`src/rtl/gpr_pkg.sv`:
```
// Shared defaults and types for the multi-port general-purpose register file.
package gpr_pkg;
    localparam int GPR_XLEN  = 32;
    localparam int GPR_NREGS = 32;
    localparam int GPR_AW    = $clog2(GPR_NREGS);

    typedef logic [GPR_AW-1:0]   reg_addr_t;
    typedef logic [GPR_XLEN-1:0] reg_data_t;
endpackage

```
`src/rtl/gpr_multiport_if.sv`:
```
// Decode/writeback-facing bus of the register file: write ports, read ports, issue and hazard status.
interface gpr_multiport_if import gpr_pkg::*; #(
    parameter int XLEN  = GPR_XLEN,
    parameter int NREGS = GPR_NREGS,
    parameter int NRD   = 2,
    parameter int NWR   = 2
);
    localparam int AW = $clog2(NREGS);

    logic [NWR-1:0]           we;
    logic [NWR-1:0][AW-1:0]   wa;
    logic [NWR-1:0][XLEN-1:0] wd;
    logic [NRD-1:0][AW-1:0]   ra;
    logic [NRD-1:0][XLEN-1:0] rd;
    logic                     issue_valid;
    logic [AW-1:0]            issue_rd;
    logic [NRD-1:0]           rd_used;
    logic [NRD-1:0]           busy;
    logic                     stall;

    modport master (output we, wa, wd, ra, issue_valid, issue_rd, rd_used,
                    input  rd, busy, stall);
    modport slave  (input  we, wa, wd, ra, issue_valid, issue_rd, rd_used,
                    output rd, busy, stall);
endinterface

```
`src/rtl/gpr_scoreboard.sv`:
```
// Per-register pending bits: set on issue, cleared by the Writeback port, exposed as busy/stall.
module gpr_scoreboard import gpr_pkg::*; #(
    parameter int NREGS    = GPR_NREGS,
    parameter int NRD      = 2,
    parameter int BYPASS   = 1,
    parameter int ZERO_REG = 1,
    localparam int AW      = $clog2(NREGS)
) (
    input  logic                   clk,
    input  logic                   reset,
    input  logic                   issue_valid,
    input  logic [AW-1:0]          issue_rd,
    input  logic                   wb_we,
    input  logic [AW-1:0]          wb_wa,
    input  logic [NRD-1:0][AW-1:0] ra,
    input  logic [NRD-1:0]         rd_used,
    output logic [NRD-1:0]         busy,
    output logic                   stall
);
    logic [NREGS-1:0] pending;
    logic             set_ok;

    assign set_ok = issue_valid && !((ZERO_REG != 0) && (issue_rd == '0));

    // Set is applied after clear so a fresh producer supersedes a retiring one.
    always_ff @(posedge clk) begin
        if (!reset) begin
            pending <= '0;
        end else begin
            if (wb_we)  pending[wb_wa]    <= 1'b0;
            if (set_ok) pending[issue_rd] <= 1'b1;
        end
    end

    for (genvar i = 0; i < NRD; i++) begin : g_busy
        assign busy[i] = pending[ra[i]] &
                         ~((BYPASS != 0) && wb_we && (wb_wa == ra[i]));
    end

    assign stall = |(busy & rd_used);
endmodule

```
`src/rtl/gpr_multiport.sv`:
```
// NRD-read / NWR-write register file with fixed write priority, optional bypass and hardwired x0.
module gpr_multiport import gpr_pkg::*; #(
    parameter int XLEN     = GPR_XLEN,
    parameter int NREGS    = GPR_NREGS,
    parameter int NRD      = 2,
    parameter int NWR      = 2,
    parameter int BYPASS   = 1,
    parameter int ZERO_REG = 1
) (
    input  logic            clk,
    input  logic            reset,
    gpr_multiport_if.slave  bus
);
    logic [NREGS-1:0][XLEN-1:0] regs;
    logic [NWR-1:0]             wv;

    // Writes to x0 are squashed up front so neither storage nor bypass sees them.
    always_comb begin
        wv = '0;
        for (int p = 0; p < NWR; p++)
            wv[p] = bus.we[p] && !((ZERO_REG != 0) && (bus.wa[p] == '0));
    end

    // Port 0 is assigned last, so on an address collision it is the one that sticks.
    always_ff @(posedge clk) begin
        if (!reset) begin
            regs <= '0;
        end else begin
            for (int p = NWR - 1; p >= 0; p--)
                if (wv[p]) regs[bus.wa[p]] <= bus.wd[p];
        end
    end

    for (genvar i = 0; i < NRD; i++) begin : g_rd
        logic            hit;
        logic [XLEN-1:0] byp;

        always_comb begin
            hit = 1'b0;
            byp = '0;
            for (int p = NWR - 1; p >= 0; p--) begin
                if (wv[p] && (bus.wa[p] == bus.ra[i])) begin
                    hit = 1'b1;
                    byp = bus.wd[p];
                end
            end
        end

        assign bus.rd[i] = ((BYPASS != 0) && hit) ? byp : regs[bus.ra[i]];
    end

    gpr_scoreboard #(
        .NREGS    (NREGS),
        .NRD      (NRD),
        .BYPASS   (BYPASS),
        .ZERO_REG (ZERO_REG)
    ) u_sb (
        .clk         (clk),
        .reset       (reset),
        .issue_valid (bus.issue_valid),
        .issue_rd    (bus.issue_rd),
        .wb_we       (bus.we[NWR-1]),
        .wb_wa       (bus.wa[NWR-1]),
        .ra          (bus.ra),
        .rd_used     (bus.rd_used),
        .busy        (bus.busy),
        .stall       (bus.stall)
    );
endmodule

```
`src/flat_wrapper.sv`:
```
// flat-port wrapper written by rule: the top's interface ports become plain ports
module gpr_multiport_flat import gpr_pkg::*;
#(
    parameter int XLEN     = GPR_XLEN,
    parameter int NREGS    = GPR_NREGS,
    parameter int NRD      = 2,
    parameter int NWR      = 2,
    parameter int BYPASS   = 1,
    parameter int ZERO_REG = 1
)
  (clk, reset, bus_we, bus_wa, bus_wd, bus_ra, bus_issue_valid, bus_issue_rd, bus_rd_used, bus_rd, bus_busy, bus_stall);
  gpr_multiport_if #(.XLEN(XLEN), .NREGS(NREGS), .NRD(NRD), .NWR(NWR)) bus_i ();
  input  logic clk;
  input  logic reset;
  input wire logic [$bits(bus_i.we)-1:0] bus_we;
  input wire logic [$bits(bus_i.wa)-1:0] bus_wa;
  input wire logic [$bits(bus_i.wd)-1:0] bus_wd;
  input wire logic [$bits(bus_i.ra)-1:0] bus_ra;
  input wire logic [$bits(bus_i.issue_valid)-1:0] bus_issue_valid;
  input wire logic [$bits(bus_i.issue_rd)-1:0] bus_issue_rd;
  input wire logic [$bits(bus_i.rd_used)-1:0] bus_rd_used;
  output wire logic [$bits(bus_i.rd)-1:0] bus_rd;
  output wire logic [$bits(bus_i.busy)-1:0] bus_busy;
  output wire logic [$bits(bus_i.stall)-1:0] bus_stall;
  assign bus_i.we = bus_we;
  assign bus_i.wa = bus_wa;
  assign bus_i.wd = bus_wd;
  assign bus_i.ra = bus_ra;
  assign bus_i.issue_valid = bus_issue_valid;
  assign bus_i.issue_rd = bus_issue_rd;
  assign bus_i.rd_used = bus_rd_used;
  assign bus_rd = bus_i.rd;
  assign bus_busy = bus_i.busy;
  assign bus_stall = bus_i.stall;
  gpr_multiport #(.XLEN(XLEN), .NREGS(NREGS), .NRD(NRD), .NWR(NWR), .BYPASS(BYPASS), .ZERO_REG(ZERO_REG)) u_core (.clk(clk), .reset(reset), .bus(bus_i));
endmodule
```
`config.mk`:
```
export PLATFORM = sky130hd
export DESIGN_NAME = gpr_multiport_flat
export DESIGN_NICKNAME = d
export VERILOG_FILES = /design/src/rtl/gpr_pkg.sv /design/src/rtl/gpr_multiport_if.sv /design/src/rtl/gpr_scoreboard.sv /design/src/rtl/gpr_multiport.sv /design/src/flat_wrapper.sv
export SDC_FILE = /design/constraint.sdc
export NUM_CORES = 2
export LEC_CHECK = 0
export BUFFER_PORTS_ARGS = -buffer_cell sky130_fd_sc_hd__buf_2
export CAP_MARGIN = 25
export CORE_MARGIN = 4
export CORE_UTILIZATION = 50
export CTS_BUF_LIST = sky130_fd_sc_hd__clkbuf_8
export CTS_CLUSTER_SIZE = 12
export DETAILED_ROUTE_END_ITERATION = 12
export PLACE_DENSITY = 0.67
export SYNTH_ARGS = -nofsm -noshare
export SYNTH_HDL_FRONTEND = slang
export SYNTH_HIERARCHICAL = 1
export SYNTH_SLANG_ARGS = --single-unit
export TNS_END_PERCENT = 1
```
`constraint.sdc`:
```
create_clock -name clk -period 3.3 [get_ports clk]
set_clock_uncertainty 0.1 [all_clocks]
set_input_delay 0.165 -clock clk [delete_from_list [all_inputs] [get_ports clk]]
set_output_delay 0.165 -clock clk [all_outputs]
set_load 0.05 [all_outputs]
```
==> run metrics <==
All-Layer GR Usage=0.398; Clock Path Buffers=3; Post-synth ARST share=0; Hold Path Class=in2reg; post-CTS setup buffer count=0; Num Clock Sinks=1,056; Fin Hold WS=0.0975 ns; grt ovf=0; DP Area=72,400 um^2; crit path time final=3.36 ns; buffers added on ports=162; area delta synth->final=12.7%; CP max stage cell=mux2i_1; Clk Latency, worst-skew pair=0.96 ns; most frequent cells in the layout=mux2i_1, nand2_1, dfxtp_1; VDD IR max=398 uV; Yosys cell types=58; clock root buffer=clkbuf_8; failing checks=negative setup slack; final setup fails=1; largest net degree at the start of global routing=121; PnR worst setup slack=-0.0623 ns; Avg Inst Size Synth=8.70 um^2; Syn. warnings=6; DRC violations left=0; slowest stage delay, CP=0.50 ns; via count=68,500; Final Hold Viols=0; share of cells above drive strength 1=0.114; cell count of the worst reg-to-reg path=4; Worst Setup Start Kind=input port; Seq cells post-synth=1,056; initial antenna violation count=23; fill cell count=11,800; total CTS buffers=184; ANT nets after route=0; final instance area=77,500 um^2; Initial Util=0.506; crit end category=output port; Worst setup startpoint=bus_ra[5]; Pwr Total=31,100 uW; Max Cap Viol=0; Die W=379 um; WL/cell=30.9 um; Hold Path Sink=u_core/regs[544]$_SDFF_PN0_; core outline area=136,000 um^2; number of flops mapped to enable cells by yosys=0; Rel. slew slack=0.252; RSZ-0062 raised after global routing=yes; first-pass GRT wire length=429,000 um; gpl congestion=0.949; worst-path cell chain=buf_2, nor2b_4, buf_12, buf_4, a22oi_1, nand3_1, nand4_1, mux2i_1, o21ai_1, buf_12; Non-Filler Instances=9,678; vias in the first global route=64,600; die area=144,000 um^2; reg-to-reg slack, setup=1.79 ns; most used flip-flop cell after synthesis=dfxtp_1; placed wire-length estimate=177,000 um; status=finished with violations; Via density=7.08; CP most frequent cell=buf_12; first-iteration detailed-routing DRC count=11,100; Tightest Pin Transition=1.12 ns; FMAX=297 MHz; Placed Cells=9,199; Reg area=21,100 um^2; CP Class=in2out; reg2reg end=u_core/regs[613]$_SDFF_PN0_; Synthesized Nets=8,000; area taken by multi-input logic gates=43,900 um^2; die height=379 um; CP required=3.03 ns; Arr. time, crit path=3.10 ns; H-Tree Depth=4; pwr dens=402 nW/um^2; Syn Std Cell Area=68,800 um^2; nets@finish=7,832; IO Pins=163; Slew Limit Fails=0; Pre-antenna DRT Iters=9; Hold Startpoint=bus_wa[7]; WL final=299,000 um; clock transition at the registers of the reported paths=0.06 ns; R2R Path Start=u_core/regs[613]$_SDFF_PN0_; Worst Hold Depth=6; Tcrit/Tclk final=1.02; Worst Path Max Fanout=25; TritonCTS clock tree=yes; Mapped Cells=7,904; row count=135; post-synthesis sequential area ratio=0.307; commonest non-fill, non-tap cell in the layout=mux2i_1; Leak=0.0440 uW; Post-Place Setup Slack=0.0301 ns
## stage by stage
| step | utilization | TNS, ns |
|---|---|---|
| 5_1_grt | 0.570 | -0.111 |
| 6_report | 0.570 | -0.0623 |
| 3_3_place_gp | 0.532 | 0 |
| 2_1_floorplan | - | 0 |
| 4_1_cts | 0.569 | 0 |
| 3_5_place_dp | 0.532 | 0 |
## cells in the mapped netlist, types with 5 or more instances
master	instances	area, um^2
buf_2	176	881
dfxtp_1	1056	21100
a21boi_0	31	233
nor2b_1	13	81.3
o211ai_1	5	37.5
a22oi_1	439	3300
mux2i_1	1797	18000
clkbuf_1	685	2570
nand3b_1	7	52.6
and3_1	95	594
nor2_2	7	43.8
nand3_1	831	4160
a21oi_1	63	315
nor2_1	26	97.6
buf_1	34	128
mux4_2	14	315
or3_1	5	31.3
xnor2_1	11	96.3
nand4_1	69	432
buf_4	98	736
nor3_1	5	25.0
xor2_1	19	166
o211a_1	900	9010
nand2b_1	5	31.3
and2_1	37	231
o21ai_0	96	480
nand2_1	1322	4960
## registers in the layout (all words and copies together) (netlist names)
name and flops:
u_core/regs 1024, u_core/u_sb/pending 32
## per-layer routing
metal / track usage / up-vias / part of all wire
met3: 0.135 / 1278 / 0.15
met2: 0.564 / 5684 / 0.40
met1: 0.520 / 32900 / 0.38
li1: - / 28600 / -
met4: 0.241 / 14 / 0.067
met5: 0 / - / 0.00033
## report_power, final
group / switching, uW / internal [uW] / total [uW]
combinational: 3650 / 1850 / 5500
clock: 6000 / 6450 / 12400
sequential: 201 / 13000 / 13200
total: 9840 / 21300 / 31100
## how the worst max path moves through the flow
stage                 end  slack, ns
3_3_place_gp   bus_rd[52]       0.03
5_1_grt         bus_rd[2]      -0.08
2_1_floorplan  bus_rd[32]       0.54
4_1_cts        bus_rd[48]       0.01
3_5_place_dp   bus_rd[52]       0.03
6_report       bus_rd[52]      -0.06
## logic make-up (layout without fill, tap and decap cells)
kind of cell,after synthesis,after routing,synth area share
flops,1056,1056,0.307
compound gates,1547,1547,0.196
mux,1816,1816,0.268
simple gates,2455,2455,0.161
other cells,0,16,0
xor+xnor,30,30,0.00382
buf+inv,1000,977,0.0640
## cell type report
| type | instances | area share |
|---|---|---|
| diodes | 16 | 0.000517 |
| clock buffers | 236 | 0.0419 |
| clock inverters | 95 | 0.00560 |
| multi-input cells | 5848 | 0.566 |
| flip-flops and latches | 1056 | 0.273 |
| well taps | 1781 | 0.0288 |
| repair buffers | 646 | 0.0846 |
## critical path, delay by kind of cell
family          cells  cell delay [ns]
compound gates      2             0.43
buf+inv             4             1.31
mux                 1             0.50
simple gates        3             0.63
## repair_timing
| action | 4_1_cts | 5_1_grt |
|---|---|---|
| resized for setup | 5 | 22 |
| hold endpoints to repair | 1045 | 0 |
| endpoints found under the setup margin | 4 | 22 |
| cloned | 0 | 0 |
| hold buffers | 131 | 0 |
Note: power is estimated with default switching activity, not from simulation.
